File: config.mk
export PLATFORM = sky130hd
export DESIGN_NAME = ringosc_freq_counter
export DESIGN_NICKNAME = d
export VERILOG_FILES = /design/src/rtl/ringosc_freq_counter_pkg.sv /design/src/rtl/ringosc_freq_counter_sync_edge_detect.sv /design/src/rtl/ringosc_freq_counter.sv
export SDC_FILE = /design/constraint.sdc
export NUM_CORES = 1
export LEC_CHECK = 0
export CAP_MARGIN = 20
export CELL_PAD_IN_SITES_DETAIL_PLACEMENT = 0
export CELL_PAD_IN_SITES_GLOBAL_PLACEMENT = 1
export CORE_MARGIN = 1
export CORE_UTILIZATION = 40
export CTS_CLUSTER_SIZE = 16
export DETAILED_ROUTE_END_ITERATION = 7
export PLACE_DENSITY_LB_ADDON = 0.05
export SYNTH_ARGS = -nofsm -noshare
export SYNTH_HDL_FRONTEND = slang
export SYNTH_SLANG_ARGS = --single-unit
File: constraint.sdc
create_clock -name clk -period 2.4 [get_ports clk]
set_clock_uncertainty 0.2 [all_clocks]
set_input_delay 0.36 -clock clk [delete_from_list [all_inputs] [get_ports clk]]
set_output_delay 0.36 -clock clk [all_outputs]
set_load 0.01 [all_outputs]
File: src/rtl/ringosc_freq_counter_pkg.sv
// Shared types for the ring-oscillator frequency counter.
package ringosc_freq_counter_pkg;

  typedef enum logic [1:0] {
    ST_IDLE = 2'd0,
    ST_GATE = 2'd1,
    ST_HOLD = 2'd2
  } state_t;

  // Width of a down-counter that must hold n-1 (at least one bit).
  function automatic int gate_width(input int n);
    return (n > 1) ? $clog2(n) : 1;
  endfunction

endpackage

File: src/rtl/ringosc_freq_counter_sync_edge_detect.sv
// Multi-flop synchroniser for an asynchronous level plus a rising-edge strobe.
module sync_edge_detect #(
  parameter int SYNC_STAGES = 2
) (
  input  logic clk,
  input  logic rst,
  input  logic async_in,
  output logic level,
  output logic rise
);

  logic [SYNC_STAGES-1:0] sync_q, sync_d;
  logic                   prev_q, prev_d;

  always_comb begin
    sync_d = {sync_q[SYNC_STAGES-2:0], async_in};
    prev_d = sync_q[SYNC_STAGES-1];
  end

  always_ff @(posedge clk) begin
    if (rst) begin
      sync_q <= '0;
      prev_q <= 1'b0;
    end else begin
      sync_q <= sync_d;
      prev_q <= prev_d;
    end
  end

  assign level = sync_q[SYNC_STAGES-1];
  assign rise  = level & ~prev_q;

endmodule

File: src/rtl/ringosc_freq_counter.sv
// Counts synchronised oscillator rising edges over a GATE_CYCLES clk window
// and holds the saturating result behind a valid/ready handshake.
module ringosc_freq_counter
  import ringosc_freq_counter_pkg::*;
#(
  parameter int GATE_CYCLES = 1024,
  parameter int COUNT_WIDTH = 16,
  parameter int SYNC_STAGES = 2
) (
  input  logic                   clk,
  input  logic                   rst,
  input  logic                   osc_in,
  input  logic                   start,
  output logic                   busy,
  output logic [COUNT_WIDTH-1:0] count,
  output logic                   overflow,
  output logic                   count_valid,
  input  logic                   count_ready
);

  localparam int                   GW        = gate_width(GATE_CYCLES);
  localparam logic [GW-1:0]        GATE_LOAD = GW'(GATE_CYCLES - 1);
  localparam logic [COUNT_WIDTH-1:0] CNT_MAX = '1;

  state_t                 state_q, state_d;
  logic [GW-1:0]          gate_q, gate_d;
  logic [COUNT_WIDTH-1:0] count_q, count_d;
  logic                   ovf_q, ovf_d;
  logic                   osc_level;
  logic                   osc_rise;

  // Free-running in every state so the window never opens on a stale edge.
  sync_edge_detect #(
    .SYNC_STAGES(SYNC_STAGES)
  ) u_sync (
    .clk      (clk),
    .rst      (rst),
    .async_in (osc_in),
    .level    (osc_level),
    .rise     (osc_rise)
  );

  always_comb begin
    state_d = state_q;
    gate_d  = gate_q;
    count_d = count_q;
    ovf_d   = ovf_q;
    unique case (state_q)
      ST_IDLE: begin
        if (start) begin
          state_d = ST_GATE;
          gate_d  = GATE_LOAD;
          count_d = '0;
          ovf_d   = 1'b0;
        end
      end
      ST_GATE: begin
        if (osc_rise) begin
          if (count_q == CNT_MAX) ovf_d = 1'b1;
          else                    count_d = count_q + COUNT_WIDTH'(1);
        end
        if (gate_q == '0) state_d = ST_HOLD;
        else              gate_d  = gate_q - GW'(1);
      end
      ST_HOLD: begin
        if (count_ready) state_d = ST_IDLE;
      end
      default: state_d = ST_IDLE;
    endcase
  end

  always_ff @(posedge clk) begin
    if (rst) begin
      state_q <= ST_IDLE;
      gate_q  <= '0;
      count_q <= '0;
      ovf_q   <= 1'b0;
    end else begin
      state_q <= state_d;
      gate_q  <= gate_d;
      count_q <= count_d;
      ovf_q   <= ovf_d;
    end
  end

  assign busy        = (state_q != ST_IDLE);
  assign count_valid = (state_q == ST_HOLD);
  assign count       = count_q;
  assign overflow    = ovf_q;

endmodule
==> results by group, run 1 <==
STA
  – Slew at the pin with the worst max-slew slack: 0.565 ns
  – Headroom to the max-slew limit: 0.622
  – Number of max-slew violations in the final report: 0
  – Post-route setup slack: 0.176 ns
  – Fin crit period: 2.22 ns
  – Hold Fails Final Rpt: 0
  – Hold Worst Slack: 0.260 ns
  – Fin crit share: 0.927
  – Maximum frequency from static timing analysis: 450 MHz
  – Setup violators final: 0

Die
  – Die ar.: 4380 um2
  – IO Count: 24
  – Number of core rows: 22
  – Die W: 66.2 um
  – Starting Density: 0.433
  – Height of the die: 66.2 um
  – Core area: 3800 um2

Worst setup path
  – Signal arrival time at the worst endpoint: 2.24 ns
  – Crit start category: flip-flop
  – Critical path peak fanout: 6
  – Reg2Reg Depth: 8
  – Start-to-end type of the worst setup path: flip-flop to flip-flop
  – Required @ worst endpoint: 2.41 ns
  – Critical path capture point type: flip-flop

Placed design
  – Detailed placer's ending HPWL: 3000 um
  – Pre-CTS worst setup slack: 0.171 ns
  – Cell count after placement: 269
  – Routability Congestion: 0.851
  – Number of buffers added on ports: 23

Hold path
  – Min-Delay Path Depth: 1
  – Worst hold-check path type: flip-flop to flip-flop

Global routing
  – Remaining global-route overflow: 0
  – Wire length of the first global-routing pass: 6910 um
  – Largest net degree at the start of global routing: 18
  – Met2 Resource Use GR: 0.323
  – Vias in the first global route: 1436
  – Met1 global-route usage: 0.289
  – Most utilized layer in the global route result: met2
  – Antenna violations before repair: 0
  – Grt met3 use: 0.0534
  – Overall fraction of global-route tracks in use: 0.214

Clock tree
  – Post-CTS setup buffer count: 0
  – Number of buffers inserted for hold repair after clock tree synthesis: 0
  – Clock-pin slew on the worst setup and hold paths: 0.07 ns
  – CTS sink cnt: 32
  – TritonCTS clock tree: done
  – CTS root buffer: sky130_fd_sc_hd__clkbuf_8
  – Clk buf depth: 2
  – H-tree Lvls: 2
  – Post_cts resized: 0
  – Clk_lat worst skew: 0.29 ns
  – Number of CTS-inserted buffers: 5

Status
  – Run status: finished, final reports clean

Logic synthesis
  – Cell count after synthesis: 199
  – Post-synthesis sequential area ratio: 0.389
  – Count of flip-flops with a built-in enable after synthesis: 0
  – Top_reg_cell synth: sky130_fd_sc_hd__dfxtp_1
  – Netlist area before placement: 1650 um2
  – Synthesized netlist net count: 206
  – Number of register bits inferred by synthesis: 32
  – Count of unique library cells instantiated by Yosys: 51
  – Fraction of registers with async set/reset: 0
  – Yosys warns: 0
  – Mean area per synthesized cell: 8.27 um2

Finish
  – Leading cell type in the layout, fill and taps excluded: sky130_fd_sc_hd__dfxtp_1
  – Most used cells in the layout excluding fill and tap cells: sky130_fd_sc_hd__dfxtp_1 (32), sky130_fd_sc_hd__clkdlybuf4s50_1 (23), sky130_fd_sc_hd__nand2_1 (20)
  – Fraction of final layout cells sized beyond drive strength 1: 0.116
  – Nets@finish: 238
  – Antenna diode instance count: 0
  – Relative area change from synthesis to final layout: 26.7%
  – Final core utilization: 0.549
  – Fillers: 364
  – Fin cells: 280

Detailed routing
  – Routed len/inst: 15.3 um
  – Number of nets with antenna violations after detailed routing: 0
  – Total number of vias: 1614
  – Number of DRC violations after detailed-routing iteration 0: 107
  – Routed wire length: 4280 um
  – Average vias per placed instance: 5.76
  – Detailed Routing Iterations Pass 1: 4
  – Total DRC errors in the routed layout: 0

Power
  – Worst voltage drop across the vdd grid: 308 uV
  – Leakage component of the power: 0.720 nW
  – Total chip power: 1.24 mW
  – Power density relative to cell area: 592 nW/um2

Flow run
  – Max-cap check violation count: 0
[cell usage after synthesis, types with 3 or more instances]
cell                       instances  area (um2)
sky130_fd_sc_hd__nand3_1           7        35.0
sky130_fd_sc_hd__a31oi_1           7        43.8
sky130_fd_sc_hd__inv_1             5        18.8
sky130_fd_sc_hd__nor3_1           14        70.1
sky130_fd_sc_hd__a311oi_1          3        26.3
sky130_fd_sc_hd__and4_1            3        26.3
sky130_fd_sc_hd__a21oi_1          15        75.1
sky130_fd_sc_hd__nor2_1           15        56.3
sky130_fd_sc_hd__nand2_1          20        75.1
sky130_fd_sc_hd__nand4_1           8        50.1
sky130_fd_sc_hd__o21ai_0          10        50.1
sky130_fd_sc_hd__or3_1             3        18.8
sky130_fd_sc_hd__and3_1            3        18.8
sky130_fd_sc_hd__dfxtp_1          32         641
sky130_fd_sc_hd__clkbuf_1          6        22.5
sky130_fd_sc_hd__nor2b_1           5        31.3
[power breakdown]
| group | leakage [nW] | switching, mW | internal, mW | total [mW] |
|---|---|---|---|---|
| logic | 0.403 | 0.0827 | 0.0668 | 0.149 |
| registers | 0.262 | 0.0247 | 0.554 | 0.579 |
| clock network | 0.0552 | 0.200 | 0.308 | 0.508 |
| total | 0.720 | 0.308 | 0.929 | 1.24 |
[worst max-delay path, cell delays in order, from the launching register on]
cell and delay [ns]:
sky130_fd_sc_hd__dfxtp_1 0.32, sky130_fd_sc_hd__inv_1 0.12, sky130_fd_sc_hd__ha_1 0.19, sky130_fd_sc_hd__nor3b_1 0.39, sky130_fd_sc_hd__nor4b_4 0.31, sky130_fd_sc_hd__buf_4 0.19
sky130_fd_sc_hd__nor3_1 0.05, sky130_fd_sc_hd__a21o_1 0.17, sky130_fd_sc_hd__a211oi_2 0.20
[per-stage QoR]
| stage | TNS, ns | instance area [um2] |
|---|---|---|
| finish | 0 | 2090 |
| CTS | 0 | 2060 |
| floorplan | 0 | 1650 |
| global placement | 0 | 1960 |
| global route | -0.0213 | 2090 |
| detailed placement | 0 | 1960 |
[worst paths after layout]
check | start | end | slack [ns]
max reg2reg | gate_q[0] | gate_q[0] | 0.18
min reg2reg | u_sync.sync_q[0] | u_sync.sync_q[1] | 0.26
min | u_sync.sync_q[0] | u_sync.sync_q[1] | 0.26
max | gate_q[0] | gate_q[0] | 0.18
[kinds of logic (layout without fill, tap and decap cells)]
group | count (synthesis) | in the layout | synth area share
xor+xnor | 3 | 3 | 0.0160
flops | 32 | 32 | 0.389
buf+inv | 14 | 47 | 0.0334
compound gates | 54 | 54 | 0.226
fa+ha+maj | 2 | 2 | 0.0152
simple gates | 93 | 93 | 0.313
mux | 1 | 1 | 0.00684
[registers in the layout, indices dropped and copies added (netlist names)]
| signal | count |
|---|---|
| count | 16 |
| gate_q | 10 |
| overflow | 1 |
| state_q | 2 |
| u_sync.prev_q | 1 |
| u_sync.sync_q | 2 |
[layer usage]
| layer | part of all wire | wire, um | up-vias |
|---|---|---|---|
| met5 | 0 | 0 | - |
| met4 | 0.018 | 76 | 0 |
| met3 | 0.059 | 251 | 7 |
| met2 | 0.43 | 1840 | 46 |
| met1 | 0.49 | 2120 | 746 |
| li1 | - | - | 815 |
[final cells by class]
type | count | area [um2] | area share
clock buffer | 6 | 72.6 | 0.0348
clock inverter | 2 | 35.0 | 0.0168
inverter | 6 | 22.5 | 0.0108
multi-input combinational | 153 | 951 | 0.456
sequential | 32 | 641 | 0.307
tap | 48 | 60.1 | 0.0288
timing repair buffer | 33 | 305 | 0.146
Note: power is estimated with default switching activity, not from simulation.
==> inputs of run 2 (changes only) <==
--- a/config.mk
+++ b/config.mk
@@ -9,10 +9,11 @@
 export CELL_PAD_IN_SITES_DETAIL_PLACEMENT = 0
 export CELL_PAD_IN_SITES_GLOBAL_PLACEMENT = 1
 export CORE_MARGIN = 1
-export CORE_UTILIZATION = 40
+export CORE_UTILIZATION = 36
 export CTS_CLUSTER_SIZE = 16
 export DETAILED_ROUTE_END_ITERATION = 7
 export PLACE_DENSITY_LB_ADDON = 0.05
 export SYNTH_ARGS = -nofsm -noshare
 export SYNTH_HDL_FRONTEND = slang
+export SYNTH_HIERARCHICAL = 1
 export SYNTH_SLANG_ARGS = --single-unit
==> constraint.sdc (replaced) <==
create_clock -name clk -period 1.9 [get_ports clk]
set_clock_uncertainty 0.2 [all_clocks]
set_input_delay 0.285 -clock clk [delete_from_list [all_inputs] [get_ports clk]]
set_output_delay 0.285 -clock clk [all_outputs]
set_load 0.01 [all_outputs]
==> run 2 against run 1 <==
The flow now finishes with violations (design-rule violations). Sequential power up 28%. Combinational power up 76%. Fmax up 18%.
==> results by group, run 2 <==
Global routing
  – Vias in the first global route: 1782
  – Remaining global-route overflow: 0
  – Antenna violations before repair: 0
  – Wire length of the first global-routing pass: 8540 um
  – Largest net degree at the start of global routing: 21
  – Overall fraction of global-route tracks in use: 0.216

Worst setup path
  – Cell with the largest stage delay on the worst path: sky130_fd_sc_hd__or4_4
  – Largest stage delay, worst path: 0.58 ns
  – Start-to-end type of the worst setup path: flip-flop to flip-flop
  – Signal arrival time at the worst endpoint: 1.86 ns
  – Buf/Inv on CP: 0
  – Critical path capture point type: flip-flop
  – Cell class contributing the biggest share of worst-path delay: simple AND/OR/NAND/NOR gates
  – Critical path peak fanout: 5
  – Cell Chain, Critical Path: nand4_4 > or4_4 > o311a_1 > o22a_1
  – Crit start category: flip-flop
  – Required @ worst endpoint: 1.88 ns

Clock tree
  – Clk_lat worst skew: 0.29 ns
  – Number of CTS-inserted buffers: 5
  – H-tree Lvls: 2
  – Number of buffers inserted for hold repair after clock tree synthesis: 0
  – TritonCTS clock tree: done
  – Clk buf depth: 2
  – CTS root buffer: sky130_fd_sc_hd__clkbuf_8
  – Clock-pin slew on the worst setup and hold paths: 0.06 ns
  – CTS sink cnt: 32

Power
  – Power density relative to cell area: 621 nW/um2
  – Worst voltage drop across the vdd grid: 432 uV
  – Leakage component of the power: 0.953 nW

Logic synthesis
  – Netlist area before placement: 1730 um2
  – Number of register bits inferred by synthesis: 32
  – Most frequent cell after synthesis: sky130_fd_sc_hd__dfxtp_1
  – Mean area per synthesized cell: 8.32 um2
  – Count of unique library cells instantiated by Yosys: 52
  – Count of flip-flops with a built-in enable after synthesis: 0
  – Synthesized netlist net count: 215
  – Fraction of registers with async set/reset: 0
  – Most frequent cells after synthesis: sky130_fd_sc_hd__dfxtp_1 (32), sky130_fd_sc_hd__nand2_1 (16), sky130_fd_sc_hd__nand3_1 (13)
  – Top cell type by total area after synthesis: sky130_fd_sc_hd__dfxtp_1
  – Post-synthesis sequential area ratio: 0.370
  – Yosys warns: 6
  – Top_reg_cell synth: sky130_fd_sc_hd__dfxtp_1
  – Dominant cells by area after synthesis: sky130_fd_sc_hd__dfxtp_1 (37%), sky130_fd_sc_hd__nand3_1 (3.8%), sky130_fd_sc_hd__nand2_1 (3.5%)
  – Top cell type's share of synthesized area: 0.370
  – Cell count after synthesis: 208

STA
  – Setup violators final: 0
  – Hold Fails Final Rpt: 0
  – Hold Worst Slack: 0.255 ns
  – Slew at the pin with the worst max-slew slack: 0.450 ns
  – RSZ-0062 raised after global routing: true
  – Fin crit share: 0.992
  – Number of max-slew violations in the final report: 0
  – Summed negative setup slack over all endpoints: 0 ns
  – Headroom to the max-slew limit: 0.697
  – Fin crit period: 1.89 ns
  – Maximum frequency from static timing analysis: 530 MHz

Finish
  – Most used cells in the layout excluding fill and tap cells: sky130_fd_sc_hd__buf_4 (44), sky130_fd_sc_hd__clkdlybuf4s50_1 (21), sky130_fd_sc_hd__nand2_1 (16)
  – Largest register FFs: 16
  – Relative area change from synthesis to final layout: 44.6%
  – Antenna diode instance count: 0
  – Fraction of final layout cells sized beyond drive strength 1: 0.308
  – Leading cell type in the layout, fill and taps excluded: sky130_fd_sc_hd__buf_4
  – Nets@finish: 282
  – Fillers: 451
  – Footprint of the flip-flops and latches: 669 um2
  – Area occupied by multi-input gates: 1070 um2

Status
  – Run status: finished with violations
  – Violated checks: design-rule violations

Die
  – Number of core rows: 24
  – Core area: 4470 um2
  – Height of the die: 71.3 um
  – IO Count: 24
  – Die ar.: 5090 um2
  – Starting Density: 0.387
  – Die W: 71.3 um

Detailed routing
  – Number of DRC violations after detailed-routing iteration 0: 85
  – Total number of vias: 1866
  – Detailed Routing Iterations Pass 1: 6
  – Average vias per placed instance: 5.69
  – Number of nets with antenna violations after detailed routing: 0
  – Routed len/inst: 15.5 um
  – Total DRC errors in the routed layout: 2
  – Routed wire length: 5090 um

Hold path
  – Worst hold-check path type: flip-flop to flip-flop

Placed design
  – Routability Congestion: 0.844
  – Detailed placer's ending HPWL: 3850 um
  – Number of buffers added on ports: 23

Flow run
  – Max-cap check violation count: 0
==> run 2: cell count changes after synthesis, sizes merged, moves of 4 or more <==
cell	change
a21oi	-6
inv	+7
nand2	-4
nand3	+6
nor3	-8
nor4	+4
o211ai	+5
o21ai	-5
or4	+7
==> run 2: worst register-to-register path: cells and delay by family, from the launching register on <==
kind	cells	cell delay, ns
simple gates	2	0.72
compound gates	2	0.50
flops	1	0.36
==> run 2: per-layer routing <==
layer | routed length [um] | vias up | GRT usage
met1 | 2280 | 868 | 0.276
met5 | 0 | - | 0
met3 | 208 | 11 | 0.0436
li1 | - | 939 | -
met4 | 82 | 0 | 0.0756
met2 | 2510 | 48 | 0.363
==> run 2: through the flow <==
| step | instances | area [um2] | worst slack [ns] | power [mW] | utilization |
|---|---|---|---|---|---|
| floorplan | 208 | 1780 | 0.0118 | 0.895 | - |
| global placement | 319 | 2360 | -0.0960 | 1.00 | 0.528 |
| detailed placement | 319 | 2360 | -0.0920 | 1.01 | 0.528 |
| CTS | 328 | 2470 | 0.00245 | 1.56 | 0.552 |
| global route | 328 | 2500 | -0.0252 | 1.63 | 0.559 |
| finish | 328 | 2500 | 0.0146 | 1.56 | 0.559 |
==> run 2: layout make-up <==
| class | count | area share |
|---|---|---|
| well taps | 52 | 0.0260 |
| flip-flops and latches | 32 | 0.268 |
| inverters | 12 | 0.0180 |
| multi-input cells | 157 | 0.429 |
| repair buffers | 67 | 0.223 |
| clock buffers | 8 | 0.0360 |
==> run 2: power breakdown <==
part	internal, mW	switching [mW]	leakage, nW	total [mW]
Combinational	0.129	0.133	0.637	0.262
Sequential	0.701	0.0379	0.271	0.739
Clock	0.295	0.259	0.0455	0.554
==> run 2: final timing paths <==
kind                                       start          endpoint  slack, ns  depth (start not counted)
worst max register to register          count[9]          count[9]       0.01                          4
worst min register to register  u_sync/sync_q[0]  u_sync/sync_q[1]       0.26                          1
worst max-delay path                    count[9]          count[9]       0.01                          4
worst min-delay path            u_sync/sync_q[0]  u_sync/sync_q[1]       0.26                          1
==> run 2: timing repair <==
action / in CTS / in global routing
resized for setup: 7 / 7
cloned: 0 / 0
setup endpoints to repair: 4 / 9
setup buffers: 1 / 0
pin swaps: 1 / 2
==> run 2: cells by family (layout without fill, tap and decap cells) <==
group / after synthesis / count (layout) / synth area share
AO/OA/AOI/OAI: 47 / 47 / 0.189
buffers and inverters: 19 / 87 / 0.0427
multiplexers: 3 / 3 / 0.0181
adder cells (fa/ha/maj): 2 / 2 / 0.0145
flip-flops: 32 / 32 / 0.370
AND/OR/NAND/NOR: 105 / 105 / 0.365
